$ cat src/rtl/adder_result_stage.sv
// Purpose : registered result stage behind the 16-bit CLA adder; 2-entry skid buffer plus sticky carry/overflow and accept counter.
// Latency : 1 cycle from accept (in_valid & in_ready) to out_valid; sustains 1 result/cycle while out_ready=1.
// Backpressure: in_ready is a flop (low only when both entries are full); out data holds steady while out_valid & !out_ready.
//
// Ports:
//   clk, rst_n                  rising-edge clock, asynchronous active-low reset
//   in_valid / in_ready         producer handshake (adder side)
//   in_sum, in_carry, in_sign,
//   in_zero, in_parrity,
//   in_overflow                 adder result and flags, captured on accept
//   out_valid / out_ready       consumer handshake
//   out_sum, out_flags          head entry; out_flags = {carry,sign,zero,parrity,overflow}
//   clr_sticky                  synchronous clear of sticky_carry / sticky_ovf
//   sticky_carry, sticky_ovf    OR of carry / overflow over accepted results since last clear
//   acc_cnt                     accepted-result count, wraps modulo 2^CNT_W

module adder_result_stage #(
    parameter int DATA_W = 16,
    parameter int CNT_W  = 8
) (
    input  logic              clk,
    input  logic              rst_n,
    input  logic              in_valid,
    output logic              in_ready,
    input  logic [DATA_W-1:0] in_sum,
    input  logic              in_carry,
    input  logic              in_sign,
    input  logic              in_zero,
    input  logic              in_parrity,
    input  logic              in_overflow,
    output logic              out_valid,
    input  logic              out_ready,
    output logic [DATA_W-1:0] out_sum,
    output logic [4:0]        out_flags,
    input  logic              clr_sticky,
    output logic              sticky_carry,
    output logic              sticky_ovf,
    output logic [CNT_W-1:0]  acc_cnt
);

    // One buffered adder result: sum plus {carry,sign,zero,parrity,overflow}.
    typedef struct packed {
        logic [DATA_W-1:0] sum;
        logic [4:0]        flags;
    } entry_t;

    // Occupancy of the two-register buffer.
    localparam logic [1:0] ST_EMPTY = 2'b00;
    localparam logic [1:0] ST_ONE   = 2'b01;
    localparam logic [1:0] ST_TWO   = 2'b10;

    logic [1:0]       state_q;
    logic [1:0]       state_d;
    entry_t           main_q;     // head of queue, drives the outputs
    entry_t           main_d;
    entry_t           skid_q;     // second entry, only used when main is stalled
    entry_t           skid_d;
    entry_t           in_entry;
    logic             in_ready_q;
    logic             accept;
    logic             pop;
    logic             sticky_carry_q;
    logic             sticky_ovf_q;
    logic [CNT_W-1:0] acc_cnt_q;

    assign in_entry.sum   = in_sum;
    assign in_entry.flags = {in_carry, in_sign, in_zero, in_parrity, in_overflow};

    assign accept = in_valid & in_ready_q;
    assign pop    = out_valid & out_ready;

    // ------------------------------------------------------------------
    // Buffer control. Registers only load on the transitions that need
    // them, so the head entry cannot change while it is being stalled.
    // ------------------------------------------------------------------
    always_comb begin
        state_d = state_q;
        main_d  = main_q;
        skid_d  = skid_q;
        case (state_q)
            ST_EMPTY: begin
                if (accept) begin
                    state_d = ST_ONE;
                    main_d  = in_entry;
                end
            end
            ST_ONE: begin
                if (accept && pop) begin
                    main_d = in_entry;
                end else if (accept) begin
                    // Head is stalled: park the newcomer behind it.
                    state_d = ST_TWO;
                    skid_d  = in_entry;
                end else if (pop) begin
                    state_d = ST_EMPTY;
                end
            end
            ST_TWO: begin
                // in_ready is low here, so accept cannot occur.
                if (pop) begin
                    state_d = ST_ONE;
                    main_d  = skid_q;
                end
            end
            default: begin
                // Unreachable encoding: recover to empty.
                state_d = ST_EMPTY;
            end
        endcase
    end

    always_ff @(posedge clk or negedge rst_n) begin
        if (!rst_n) begin
            state_q    <= ST_EMPTY;
            main_q     <= '0;
            skid_q     <= '0;
            in_ready_q <= 1'b1;
        end else begin
            state_q    <= state_d;
            main_q     <= main_d;
            skid_q     <= skid_d;
            // Registered ready: computed from next occupancy so the producer
            // never sees a combinational path from out_ready.
            in_ready_q <= (state_d != ST_TWO);
        end
    end

    // ------------------------------------------------------------------
    // Status for the ALU control path.
    // ------------------------------------------------------------------
    always_ff @(posedge clk or negedge rst_n) begin
        if (!rst_n) begin
            sticky_carry_q <= 1'b0;
            sticky_ovf_q   <= 1'b0;
        end else if (clr_sticky) begin
            // A flag raised by an accept in the same cycle survives the clear.
            sticky_carry_q <= accept & in_carry;
            sticky_ovf_q   <= accept & in_overflow;
        end else begin
            sticky_carry_q <= sticky_carry_q | (accept & in_carry);
            sticky_ovf_q   <= sticky_ovf_q | (accept & in_overflow);
        end
    end

    always_ff @(posedge clk or negedge rst_n) begin
        if (!rst_n) begin
            acc_cnt_q <= '0;
        end else if (accept) begin
            acc_cnt_q <= acc_cnt_q + {{(CNT_W-1){1'b0}}, 1'b1};
        end
    end

    assign in_ready     = in_ready_q;
    assign out_valid    = (state_q != ST_EMPTY);
    assign out_sum      = main_q.sum;
    assign out_flags    = main_q.flags;
    assign sticky_carry = sticky_carry_q;
    assign sticky_ovf   = sticky_ovf_q;
    assign acc_cnt      = acc_cnt_q;

endmodule

$ cat config.mk
export PLATFORM = sky130hd
export DESIGN_NAME = adder_result_stage
export DESIGN_NICKNAME = d
export VERILOG_FILES = /design/src/rtl/adder_result_stage.sv
export SDC_FILE = /design/constraint.sdc
export NUM_CORES = 1
export LEC_CHECK = 0
export ABC_AREA = 1
export CAP_MARGIN = 25
export CELL_PAD_IN_SITES_DETAIL_PLACEMENT = 1
export CELL_PAD_IN_SITES_GLOBAL_PLACEMENT = 1
export CORE_MARGIN = 3
export CORE_UTILIZATION = 37
export CTS_BUF_LIST = sky130_fd_sc_hd__clkbuf_2
export CTS_CLUSTER_SIZE = 8
export DETAILED_ROUTE_END_ITERATION = 12
export GPL_TIMING_DRIVEN = 0
export PLACE_DENSITY_LB_ADDON = 0.05
export SLEW_MARGIN = 10
export SYNTH_ARGS = -nofsm -noshare
export SYNTH_HDL_FRONTEND = slang
export SYNTH_SLANG_ARGS = --single-unit
$ cat constraint.sdc
create_clock -name clk -period 2.78 [get_ports clk]
set_input_delay 0.695 -clock clk [delete_from_list [all_inputs] [get_ports clk]]
set_output_delay 0.695 -clock clk [all_outputs]
set_load 0.05 [all_outputs]
# [After elaboration in Yosys (flattened, before gate mapping)]
# Cells that the tools add are included.
[totals] mem_bits_ro=0 wordCells=41 memories=0 latchBits=0 ramBits=0 reg_bits=55
[op_classes] n_addsub=1 multipliers=0 bitwise=7 magnitude_cmp=0 n_mux=12 n_div=0 n_reduce_logical=6 eq_ne=6 shift=0
[op_table] op="two-way mux 21 bit" n=3
[op_table] op="case mux 21 bit (3 select lines)" n=1
[op_table] op="two-way mux 2 bit" n=5
[op_table] op="adder 8 x 1 -> 8 bit (second input constant)" n=1
[op_table] op="!= test 2 bit (second input constant)" n=4
[op_table] op="case mux 2 bit (3 select lines)" n=1
[op_table] op="AND 1 bit" n=4
[op_table] op="AND reduction 4 bit" n=1
[op_table] op="AND reduction 3 bit" n=1
[op_table] op="nonzero test 3 bit" n=1
[op_table] op="equality test 2 x 1 -> 1 bit (second input constant)" n=1
[op_table] op="equality test 2 bit (second input constant)" n=1
[op_table] op="zero test 2 bit" n=1
[op_table] op="two-way mux 1 bit" n=2
[op_table] op="bitwise OR 1 bit" n=2
[op_table] op="nonzero test 2 bit" n=1
[op_table] op="logical AND 1 bit" n=1
[op_table] op="inverter 1 bit" n=1

# [Longest topological paths before layout]
[logic_depth] word_depth=7 ltp_mapped=7 mapped_depth_nobuf=6

# [Worst setup path before layout]
# OpenSTA, ideal clock, no wires.
[synth_path] path_type="register to register" start="register in_ready_q (netlist: in_ready)" end="register main_q, in the netlist out_flags[0]" arrival_ns=1.426 n_path_buf=1 path_stages_with_launch=7 path_slack_ns=1.237 cell_sequence="dfstp_2 -> nand2_2 -> o21ai_2 -> nand2_1 -> buf_4 -> nand2_1 -> nand2_1"
[synth_via] elab_chain_cells=4 word_cells_on_any_way=5 cone_classes="2 x eq/ne; 1 x bitwise; 2 x reduce/logical"
[synth_rtl] element="from (decl)" line="59" text="logic in_ready_q;"
[synth_rtl] element="from (signal assigned)" line="124" text="in_ready_q <= (state_d != ST_TWO);"
[synth_rtl] element="AND 1 bit *" line="69" text="assign accept = in_valid & in_ready_q;"
[synth_rtl] element="logical AND 1 bit" line="88" text="if (accept && pop) begin"
[synth_rtl] element="!= test 2 bit (no source line)"
[synth_rtl] element="AND reduction 4 bit (no source line) *"
[synth_rtl] element="to (signal assigned)" line="120" text="main_q <= main_d;"
[synth_rtl] element="to (decl)" line="54" text="entry_t main_q;"
# Every way passes the cells marked *; elsewhere a longest branch is shown, timed or not.
# A chain may end at the register's enable or synchronous reset.

# [Final worst setup path]
[layout_path] start="register state_q[1]" end="output out_valid"
[layout_via] elab_chain_cells=1
[layout_rtl] element="from (decl)" line="52" text="logic [1:0] state_q;"
[layout_rtl] element="from (signal assigned)" line="119" text="state_q <= state_d;"
[layout_rtl] element="nonzero test 2 bit" line="154" text="assign out_valid = (state_q != ST_EMPTY);"
[layout_rtl] element="to (decl)" line="31" text="output logic out_valid,"
# Every way passes these cells.

==> summary.txt <==
Status
  – Outcome: complete, no violations

Power and ir drop
  – Worst vdd ir: 0.4817 mV
  – Static leakage: 1.716 nW
  – Power density over the cells: 1078 nW/um2

Synth
  – Synth Area per Inst: 7.896 um2
  – Synth warn: 0
  – Post-synth EDFFs: 0
  – Post-synth cell types: 20
  – Sequential fraction of the synthesis area: 0.5538
  – Syn nets: 342
  – Async set or reset register ratio after synthesis: 1.000
  – Post-Syn Area: 2487 um2
  – Yosys reg bits: 55
  – Syn Inst Count: 315
  – Top FF cell, synth: dfrtp_1

Clock tree
  – Maximum clock path buffer count: 2
  – Post-CTS setup buffers: 0
  – Hold buffers post-CTS: 0
  – Clock transition at the registers of the reported paths: 0.25 ns
  – Clock root buffer: clkbuf_2
  – Post-cts resize count: 0
  – CTS tree: yes
  – Max H-tree Level: 2
  – TritonCTS Buffers: 5
  – Clock sink count: 55
  – Clk_lat worst skew: 0.44 ns

Worst setup path
  – Crit path from: state_q[1]$_DFF_PN0_
  – Terminus of the critical flop-to-flop path: skid_q[20]$_DFFE_PN0P_
  – Crit. End Element: primary output
  – WS Path Type: register to primary output
  – Reg2reg path depth: 5
  – Critical path launch point type: register
  – Max FO, Critical Path: 4
  – Worst Path Required: 2.09 ns
  – WP data arrival: 1.92 ns
  – Register-to-register setup slack: 1.15 ns
  – Reg2reg start: in_ready$_DFF_PN1_

Floorplan
  – CORE AREA: 6422 um2
  – Die area: 7742 um2
  – IO Count: 59
  – Starting Density: 0.3873
  – Die Span Y: 87.99 um
  – Die Span X: 87.99 um
  – # rows: 29

Global route
  – Initial antenna violation count: 0
  – Global-route wire length before repair: 11,180 um
  – GRT Util Overall: 0.1862
  – Largest net degree at the start of global routing: 56
  – Vias in the first global route: 2,399
  – GRT Residual Overflow: 0

Timing
  – Final hold violations: 0
  – Final period utilization: 0.9408
  – Post-Route Skew: 0.01423 ns
  – RSZ-0062 raised after global routing: no
  – Max Clock Freq: 382.4 MHz
  – Slew HR: 0.5278
  – Final Max Tran Viols: 0
  – Endpoints failing setup: 0
  – Setup TNS: 0 ns
  – Worst-Margin Slew: 0.7084 ns
  – Tmin final: 2.615 ns

Run
  – Maxcap violations: 0

Drt
  – Aggregate routed wire length: 6396 um
  – Remaining DRCs: 0
  – Starting DRT DRC Count: 81
  – DRT Pass-1 Iters: 4
  – Routed vias/inst: 4.777
  – Via count: 2,188
  – Avg WL per Cell: 13.97 um
  – Antenna Nets Post-Route: 0

Place
  – Port Buffer Count: 58
  – Post-DP HPWL: 4507 um
  – Placed insts: 450
  – Gpl congestion: 0.7573

Min path
  – Worst Hold Class: input pin to async pin

Layout
  – End-of-flow core utilization: 0.4983
  – Fin cells: 458
  – # diodes: 0
  – Total Nets Final: 407
  – Share of cells above drive strength 1: 0.06824
  – Area delta synth->final: 28.67%
==> worst max-delay path by stage <==
| stage | endpoint | slack, ns | cells after the start |
|---|---|---|---|
| after floorplan | out_flags[0]$_DFFE_PN0P_ | 1.24 | 6 |
| after global placement | out_flags[3]$_DFFE_PN0P_ | -0.86 | 1 |
| after detailed placement | skid_q[10]$_DFFE_PN0P_ | 0.48 | 7 |
| after CTS | out_valid | 0.15 | 3 |
| after global routing | out_valid | 0.06 | 3 |
| final | out_valid | 0.16 | 3 |
==> flip-flops by register name, indices dropped and copies added, names as in the netlist <==
register      cells
skid_q           21
out_sum          16
acc_cnt           8
out_flags         5
state_q           2
in_ready          1
sticky_carry      1
sticky_ovf        1
==> cells in the mapped netlist (3+ instances only) <==
cell type | n | area, um2
buf_2 | 9 | 45.04
clkbuf_1 | 3 | 11.26
dfrtp_1 | 54 | 1351
inv_1 | 31 | 116.4
inv_2 | 3 | 11.26
nand2_1 | 147 | 551.8
nand3_1 | 24 | 120.1
nor2_1 | 6 | 22.52
o21ai_0 | 22 | 110.1
==> power breakdown <==
part / internal, mW / switching (mW)
registers: 1.14 / 0.213
clock network: 0.0618 / 0.243
logic: 0.591 / 1.20
total: 1.79 / 1.66
==> layout by cell type, fill, tap and decap left out, drive strengths merged <==
cell	instances
ha	1
o22ai	2
nand4	3
buf	12
clkinv	2
dfstp	1
nand2	148
xor2	2
clkbuf	9
nand3b	2
inv	34
xnor2	1
nand3	24
nor2	6
clkdlybuf4s50	57
dfrtp	54
o21ai	23
==> final cells by class <==
cell class	count	area [um2]
timing repair buffer	58	578.1
inverter	34	127.6
multi-input combinational	212	910.9
buffer	14	71.32
tap	77	96.34
clock inverter	2	8.758
clock buffer	6	30.03
fill	810	3222
sequential	55	1378
==> cell families after synthesis <==
kind of cell,count (synthesis),share of synthesized area
simple gates,183,0.2978
flops,55,0.5538
buf+inv,48,0.07998
compound gates,25,0.05282
fa+ha+maj,1,0.005029
xor+xnor,3,0.01057
==> critical path, stage by stage, from the launching register on <==
cell and delay [ns]:
dfrtp_1 0.46, inv_2 0.08, nand2_1 0.12, clkdlybuf4s50_1 0.82
==> routing by layer <==
layer | global-route usage | routed length, um | vias to the layer above
met5 | 0 | 0 | -
met4 | 0.07113 | 106 | 0
met3 | 0.02822 | 237 | 9
met2 | 0.3130 | 3017 | 46
met1 | 0.2420 | 3034 | 1039
li1 | - | - | 1094
==> stage by stage <==
stage	hold WS, ns	area [um2]	worst slack [ns]	total power [mW]
6_report	0.2599	3201	0.1646	3.451
5_1_grt	0.2515	3201	0.06144	3.721
4_1_cts	0.2502	3201	0.1451	3.508
3_5_place_dp	0.4649	3162	0.4767	3.191
3_3_place_gp	0.4629	3164	-0.8581	3.151
2_1_floorplan	0.3994	2487	1.237	2.536
Note: power is estimated with default switching activity, not from simulation.
